[src/rtl/lfsr_tpg.sv]
// Fibonacci LFSR test pattern generator for the BIST datapath: loadable seed,
// pattern counter and a valid/ready handshake toward the flip-flop chain.
module lfsr_tpg #(
    parameter int                 WIDTH        = 8,
    parameter logic [WIDTH-1:0]   TAPS         = 8'hB8,
    parameter logic [WIDTH-1:0]   SEED         = 8'h01,
    parameter int                 NUM_PATTERNS = 255,
    parameter int                 CNT_W        = 8
) (
    input  logic             clk,
    input  logic             rst,
    input  logic             start,
    input  logic             seed_load,
    input  logic [WIDTH-1:0] seed_in,
    input  logic             ready,
    output logic [WIDTH-1:0] pattern,
    output logic             valid,
    output logic             busy,
    output logic             done,
    output logic [CNT_W-1:0] count
);

    // state | meaning
    // IDLE  | after reset; seed may be loaded, waiting for start
    // RUN   | presenting patterns, advancing on each valid && ready
    // DONE  | run complete; outputs frozen until start or rst
    typedef enum logic [1:0] {
        IDLE = 2'd0,
        RUN  = 2'd1,
        DONE = 2'd2
    } state_t;

    localparam logic [CNT_W-1:0] LAST_CNT = CNT_W'(NUM_PATTERNS - 1);

    state_t           state;
    state_t           state_nxt;
    logic [WIDTH-1:0] seed_reg;
    logic [WIDTH-1:0] seed_fixed;
    logic [WIDTH-1:0] seed_eff;
    logic [WIDTH-1:0] lfsr_next;
    logic             in_run;
    logic             xfer;

    assign in_run     = (state == RUN);
    assign xfer       = in_run && ready;
    assign lfsr_next  = {pattern[WIDTH-2:0], ^(pattern & TAPS)};
    // The all-zero lock-up state is never allowed into the seed register.
    assign seed_fixed = (seed_in == '0) ? SEED : seed_in;
    assign seed_eff   = seed_load ? seed_fixed : seed_reg;

    always_ff @(posedge clk) begin
        if (rst) begin
            state <= IDLE;
        end else begin
            state <= state_nxt;
        end
    end

    always_comb begin
        state_nxt = IDLE;
        case (state)
            IDLE:    state_nxt = start ? RUN : IDLE;
            RUN:     state_nxt = (xfer && (count == LAST_CNT)) ? DONE : RUN;
            DONE:    state_nxt = start ? RUN : DONE;
            default: state_nxt = IDLE;
        endcase
    end

    always_comb begin
        valid = 1'b0;
        busy  = 1'b0;
        done  = 1'b0;
        case (state)
            RUN: begin
                valid = 1'b1;
                busy  = 1'b1;
            end
            DONE:    done = 1'b1;
            default: ;
        endcase
    end

    // A start coinciding with seed_load launches the run from the new seed.
    always_ff @(posedge clk) begin
        if (rst) begin
            seed_reg <= SEED;
            pattern  <= SEED;
            count    <= '0;
        end else if (in_run) begin
            if (xfer) begin
                pattern <= lfsr_next;
                count   <= count + 1'b1;
            end
        end else begin
            if (seed_load) begin
                seed_reg <= seed_fixed;
            end
            if (start) begin
                pattern <= seed_eff;
                count   <= '0;
            end
        end
    end

endmodule

[config.mk]
export PLATFORM = sky130hd
export DESIGN_NAME = lfsr_tpg
export DESIGN_NICKNAME = d
export VERILOG_FILES = /design/src/rtl/lfsr_tpg.sv
export SDC_FILE = /design/constraint.sdc
export NUM_CORES = 1
export LEC_CHECK = 0
export BUFFER_PORTS_ARGS = -buffer_cell sky130_fd_sc_hd__buf_2
export CORE_MARGIN = 2
export CORE_UTILIZATION = 25
export DETAILED_ROUTE_END_ITERATION = 7
export HOLD_SLACK_MARGIN = 0.03
export REMOVE_ABC_BUFFERS = 1
export SLEW_MARGIN = 10
export SYNTH_ARGS = -nofsm -noshare
export SYNTH_HDL_FRONTEND = slang
export SYNTH_SLANG_ARGS = --single-unit
[constraint.sdc]
create_clock -name clk -period 2.1 [get_ports clk]
set_input_delay 0.42 -clock clk [delete_from_list [all_inputs] [get_ports clk]]
set_output_delay 0.42 -clock clk [all_outputs]
set_load 0.005 [all_outputs]
After elaboration in Yosys (flattened, before gate mapping) --
Index checks and enable logic that the tools add are counted.
Storage, ports and cells: register bits 26, input port bits 13, word-level logic and storage cells 30
Operators by class: add/sub/neg operators 1, eq/ne operators 4, mux-type cells 14, reduce and logical (&&, ||, !) cells 7
Operator list (number):
- $mux W8 | 8
- $add A8 B1 Y8 const B | 1
- $eq A8 B8 Y1 const B | 1
- $logic_not A8 Y1 | 1
- $reduce_xor A8 Y1 | 1
- $pmux W2 S3 | 1
- $mux W2 | 2
- $mux W1 | 3
- $eq A2 B1 Y1 const B | 1
- $eq A2 B2 Y1 const B | 1
- $logic_and A1 B1 Y1 | 2
- $logic_not A2 Y1 | 1
- $ne A2 B1 Y1 const B | 1
- $reduce_and A2 Y1 | 1
- $reduce_bool A2 Y1 | 1

Logic depth before layout (Yosys ltp) --
Gate-level depths: netlist (run 1).
depth after elaboration 5, depth in mapped cells 7, depth with buffers taken out 6

Worst setup path before layout (run 1) --
Ideal clock, no wire load.
path kind in2reg, from in ready, to reg pattern[2], setup time 0.134 ns, arrival time 1.283 ns, slack 0.684 ns, cell stages on the path 7, path buffers 3, cell sequence and3b_1 buf_6 a21o_1 buf_6 buf_12 o22ai_1 nor3_1
Between the ends: word-level cells in the longest chain between the ends 3
Ends and longest elaborated chain:
- start, declared | line 15 | input logic ready,
- $logic_and A1 B1 Y1 | line 45 | assign xfer = in_run && ready;
- $ne A2 B1 Y1 (no source line)
- $reduce_and A2 Y1 (no source line)
- end signal, assigned | line 91 | pattern <= lfsr_next;
- end, declared | line 16 | output logic [WIDTH-1:0] pattern,
Every way passes these cells. A chain may end at the register's enable or synchronous reset.

Final worst setup path (run 1) --
from reg state[1], to out valid
Between the ends: word-level cells in the longest chain between the ends 2
Ends and longest elaborated chain:
- start, declared | line 35 | state_t state;
- start signal, assigned | line 55 | state <= state_nxt;
- $eq A2 B1 Y1 | line 73 | case (state)
- $mux W1 | line 73
- end, declared | line 17 | output logic valid,
Every way passes these cells.

==> results.yml, run 1 <==
cts:
  cts_tree: "yes"
  holdBufCountCts: 0
  cts_buffer_depth: 2
  cts.reportedPaths.clkPinSlew_ns: 0.09
  cts_buffers: 3
  htree_levels: 1
  cts_setup_buffers: 0
  cts-resized-gates: 0
  clock-sinks: 26
  clock_tree.root_cell: "clkbuf_8"
  clk_latency_ns: 0.27
die:
  die_x_microns: 77.0
  ios: 32
  core_sq_um: 5110
  die_area_sq_um: 5930
  rows: 26
  die_y_microns: 77.0
  start_util_pct: 26.1
route:
  drtAntennaViolNets: 0
  wire_per_inst_microns: 12.3
  drtIter0Drc: 37
  drcViolationCount: 0
  drt-pass1-iter-count: 4
  via_count: 1179
  via_per_inst: 4.70
  finalWirelength_microns: 3090
placement:
  dp.cells: 248
  dpl.hpwl_microns: 2290
  io_buffers: 31
  gp_congestion: 0.789
synthesis:
  yosys-top-cells-count: "dfxtp_1, a21oi_1, nor2_1, nand2_1, nand3_1"
  avgSynthCellArea_sq_um: 8.53
  synthFlopType: "dfxtp_1"
  postSynthCellCount: 156
  yosysMostFrequentCell: "dfxtp_1"
  synth-edff-count: 0
  async_reset_ff_share_pct: 0
  netlist.area_leader.share_pct: 39.1
  synth-seq-area-share_pct: 39.1
  netlist_top_cells_area: "dfxtp_1, a21oi_1, a211oi_2"
  synth_largest_area_cell: "dfxtp_1"
  mappedNetlistArea_sq_um: 1330
  yosysUniqueCellTypes: 35
  yosys_warnings: 0
  synth-seq-cells: 26
cells_and_area:
  area_growth_pct: 16.7
  stdcell_count: 251
  drive_above_1_share_pct: 26.5
  nFillCells: 557
  fin_nets: 198
  antenna_cells: 0
timing:
  max_freq_mhz: 561
  report.final.slew_viol_count: 0
  layout_min_cycle_time_ns: 1.78
  slew_headroom_pct: 70.4
  setup_viol: 0
  finClkSkew_ns: 0.00180
  grt_setup_unrepaired: "false"
  hold_viol: 0
  fin_setup_tns_ns: 0
  fin_crit_sh_pct: 84.8
  tightest_slew_ns: 0.443
global_routing:
  grt_use_total_pct: 11.1
  grt_pass1_vias: 1146
  antenna_found_initial: 0
  grt_max_degree: 19
  grt_overflow: 0
  grt_pass1_wl_microns: 5430
run_status:
  outcome: "completed"
run:
  cap_viol_max_count: 0
critical_path:
  cp.required_ns: 1.68
  critPathKind: "register to output port"
  cp-end-kind: "output port"
  arrival_ns: 1.36
  crit_path_start_kind: "register"
  cp_max_fo: 13
worst_hold_path:
  hp-class: "primary input to register"
power_and_ir_drop:
  ir_drop_uv: 371
  p_per_area_nw_per_um2: 660
  p_leak_nw: 0.633
routing by layer:
layer | wire length (microns) | up-vias | global-route usage [%]
li1 | - | 606 | -
met1 | 1510 | 535 | 14.8
met2 | 1350 | 36 | 17.5
met3 | 212 | 2 | 3.41
met4 | 14 | 0 | 3.04
met5 | 0 | - | 0
area by class of cell:
cell class | count | area, sq um | share of cell area [%]
multi-input combinational | 114 | 712 | 45.8
sequential | 26 | 520 | 33.5
inverter | 4 | 15.0 | 0.966
tap | 70 | 87.6 | 5.64
timing repair buffer | 34 | 178 | 11.4
clock buffer | 3 | 41.3 | 2.66
kinds of logic (layout without fill, tap and decap cells):
family	count (synthesis)	after routing	share of synthesized area, %
and+or+nand+nor	63	63	22.8
AOI/OAI and AO/OA	39	39	21.6
DFF	26	26	39.1
buffers and inverters	16	41	7.42
muxes	6	6	4.51
xor gates and xnor gates	4	4	2.63
adders and majority gates	2	2	1.88
critical path, stage by stage, from the launching register on:
cell	delay [ns]
dfxtp_1	0.35
nand2b_1	0.21
inv_1	0.34
buf_2	0.19
cell usage in the layout (no fill, tap or decap), types with 3 or more instances in the layout:
master | synthesis | routed
buf_4 | 1 | 3
or2_2 | 3 | 3
buf_2 | 3 | 31
nand2_1 | 13 | 13
nor2_1 | 17 | 17
nor3_1 | 4 | 4
inv_1 | 4 | 4
nand4_1 | 6 | 6
xnor2_1 | 3 | 3
nand3_1 | 10 | 10
a21oi_1 | 20 | 20
dfxtp_1 | 26 | 26
mux2i_1 | 6 | 6
clkbuf_8 | 0 | 3
a211oi_2 | 7 | 7
worst paths after layout:
path | startpoint | to | slack [ns] | cells after the start
worst min-delay path | start | count[5] | 0.40 | 2
worst max register to register | state[1] | pattern[2] | 0.55 | 6
worst min register to register | seed_reg[3] | seed_reg[3] | 0.46 | 2
worst max-delay path | state[1] | valid | 0.32 | 3
per-stage QoR:
step	utilization (%)	hold slack (ns)	setup slack [ns]	instance area [sq um]	power, mW
6_report	30.4	0.396	0.318	1550	1.03
5_1_grt	30.4	0.378	0.205	1550	1.10
4_1_cts	30.4	0.385	0.311	1550	1.04
3_5_place_dp	29.6	0.447	0.553	1510	0.762
3_3_place_gp	29.6	0.438	0.583	1510	0.758
2_1_floorplan	-	0.426	0.559	1250	0.674
report_power, final:
| part | switching (mW) | internal (mW) | leakage, nW |
|---|---|---|---|
| Sequential | 0.0266 | 0.523 | 0.213 |
| Combinational | 0.114 | 0.0842 | 0.399 |
| Clock | 0.149 | 0.128 | 0.0216 |
(Power assumes the default switching activity.)
==> run 2: changes to the inputs <==
==> constraint.sdc (replaced) <==
create_clock -name clk -period 1.5 [get_ports clk]
set_input_delay 0.3 -clock clk [delete_from_list [all_inputs] [get_ports clk]]
set_output_delay 0.3 -clock clk [all_outputs]
set_load 0.005 [all_outputs]
==> results.yml, run 2 (same netlist as run 1, synthesis figures left out) <==
run_status:
  outcome: "completed"
cts:
  htree_levels: 1
  cts_buffers: 3
  cts.reportedPaths.clkPinSlew_ns: 0.09
  clk_latency_ns: 0.27
  cts_tree: "yes"
  clock_tree.root_cell: "clkbuf_8"
  clock-sinks: 26
  cts_buffer_depth: 2
timing:
  report.final.slew_viol_count: 0
  finClkSkew_ns: 0.00152
  slew_headroom_pct: 68.2
  layout_min_cycle_time_ns: 1.39
  fin_setup_tns_ns: 0
  hold_viol: 0
  max_freq_mhz: 720
  grt_setup_unrepaired: "false"
  tightest_slew_ns: 0.476
  fin_crit_sh_pct: 92.6
  setup_viol: 0
critical_path:
  cp-end-kind: "output port"
  crit_path_start_kind: "register"
  regToRegSetupSlack_ns: 0.12
  r2r_start: "count[2]"
  crit_start: "state[1]"
  arrival_ns: 1.09
  cp.required_ns: 1.20
  ff2ff_path_depth: 4
  cp_max_fo: 9
  r2r_end: "count[7]"
  critPathKind: "register to output port"
power_and_ir_drop:
  switching_share_pct: 28.1
  power_frac_comb_pct: 20.5
  intPower_mw: 1.11
  ir_drop_uv: 473
  power.switching_uw: 435
  p_leak_nw: 0.691
  clockPowerShare_pct: 29.9
  power.total_mw: 1.55
  pwr-share-seq_pct: 49.6
  p_per_area_nw_per_um2: 933
cells_and_area:
  layout_common_cells: "buf_2, dfxtp_1, a21oi_1"
  fin_nets: 208
  layout_commonest_cell: "buf_2"
  nFillCells: 566
  area_growth_pct: 24.5
  drive_above_1_share_pct: 33.3
  antenna_cells: 0
  design_area_sq_um: 1660
global_routing:
  antenna_found_initial: 0
  grt_overflow: 0
  grt_use_total_pct: 11.2
  grt_pass1_vias: 1180
  grt_max_degree: 19
  grt_pass1_wl_microns: 5460
worst_hold_path:
  min_to: "count[5]"
  holdPathStages: 2
  hp-class: "primary input to register"
  hold_start: "start"
die:
  die_area_sq_um: 5930
  ios: 32
  core_sq_um: 5110
  die_y_microns: 77.0
  start_util_pct: 26.1
  rows: 26
  die_x_microns: 77.0
route:
  drtIter0Drc: 55
  via_count: 1212
  finalWirelength_microns: 3200
  via_per_inst: 4.63
  drtAntennaViolNets: 0
  wire_per_inst_microns: 12.2
  drt-pass1-iter-count: 4
  drcViolationCount: 0
placement:
  gp_congestion: 0.857
  io_buffers: 31
  dpl_cell_area_sq_um: 1580
  dpl.hpwl_microns: 2380
run:
  cap_viol_max_count: 0
[run 2: power by group through the flow]
stage | clock network (mW) | logic, mW | registers (mW)
floorplan | 0 | 0.164 | 0.780
global placement | 0 | 0.306 | 0.782
detailed placement | 0 | 0.309 | 0.782
CTS | 0.481 | 0.313 | 0.767
global route | 0.514 | 0.349 | 0.774
finish | 0.462 | 0.317 | 0.767
[run 2: how the worst max path moves through the flow]
stage | depth (start not counted) | slack, ns | to
floorplan | 4 | -0.04 | pattern[0]
CTS | 4 | 0.0009 | busy
finish | 4 | 0.11 | busy
global route | 4 | 0.01 | count[7]
detailed placement | 4 | 0.07 | pattern[6]
global placement | 5 | 0.08 | pattern[0]
[run 2: area by class of cell]
class	instances	area (sq um)	area share, %
tap	70	87.6	5.28
inverter	4	15.0	0.906
clock buffer	4	55.1	3.32
timing repair buffer	44	256	15.5
sequential	26	523	31.5
multi-input combinational	114	721	43.5
[run 2: critical path: stages, from the launching register on]
cell and delay, ns:
dfxtp_2 0.35, nand2b_4 0.16, inv_2 0.07, buf_6 0.13
buf_2 0.11
[run 2: what timing repair did]
item                                    4_1_cts  5_1_grt
endpoints found under the hold margin         0        0
hold buffers                                  0        0
setup buffers                                 0        1
resized for setup                             2        5
pin swaps                                     0        0
endpoints found under the setup margin        2       11
[run 2: layer usage]
layer  global-route usage, %  wire (microns)
met5                       0               0
met2                    16.8            1330
met4                    2.32               8
met1                    15.9            1630
met3                    3.65             223
[run 2: through the flow]
step                      cells  util [%]  worst slack [ns]  hold slack [ns]
after floorplan             144         -           -0.0409            0.365
after global placement      257      30.9            0.0769            0.438
after detailed placement    257      30.9            0.0678            0.442
after CTS                   261      32.1          0.000932            0.242
after global routing        262      32.5            0.0136            0.245
final                       262      32.5             0.112            0.245
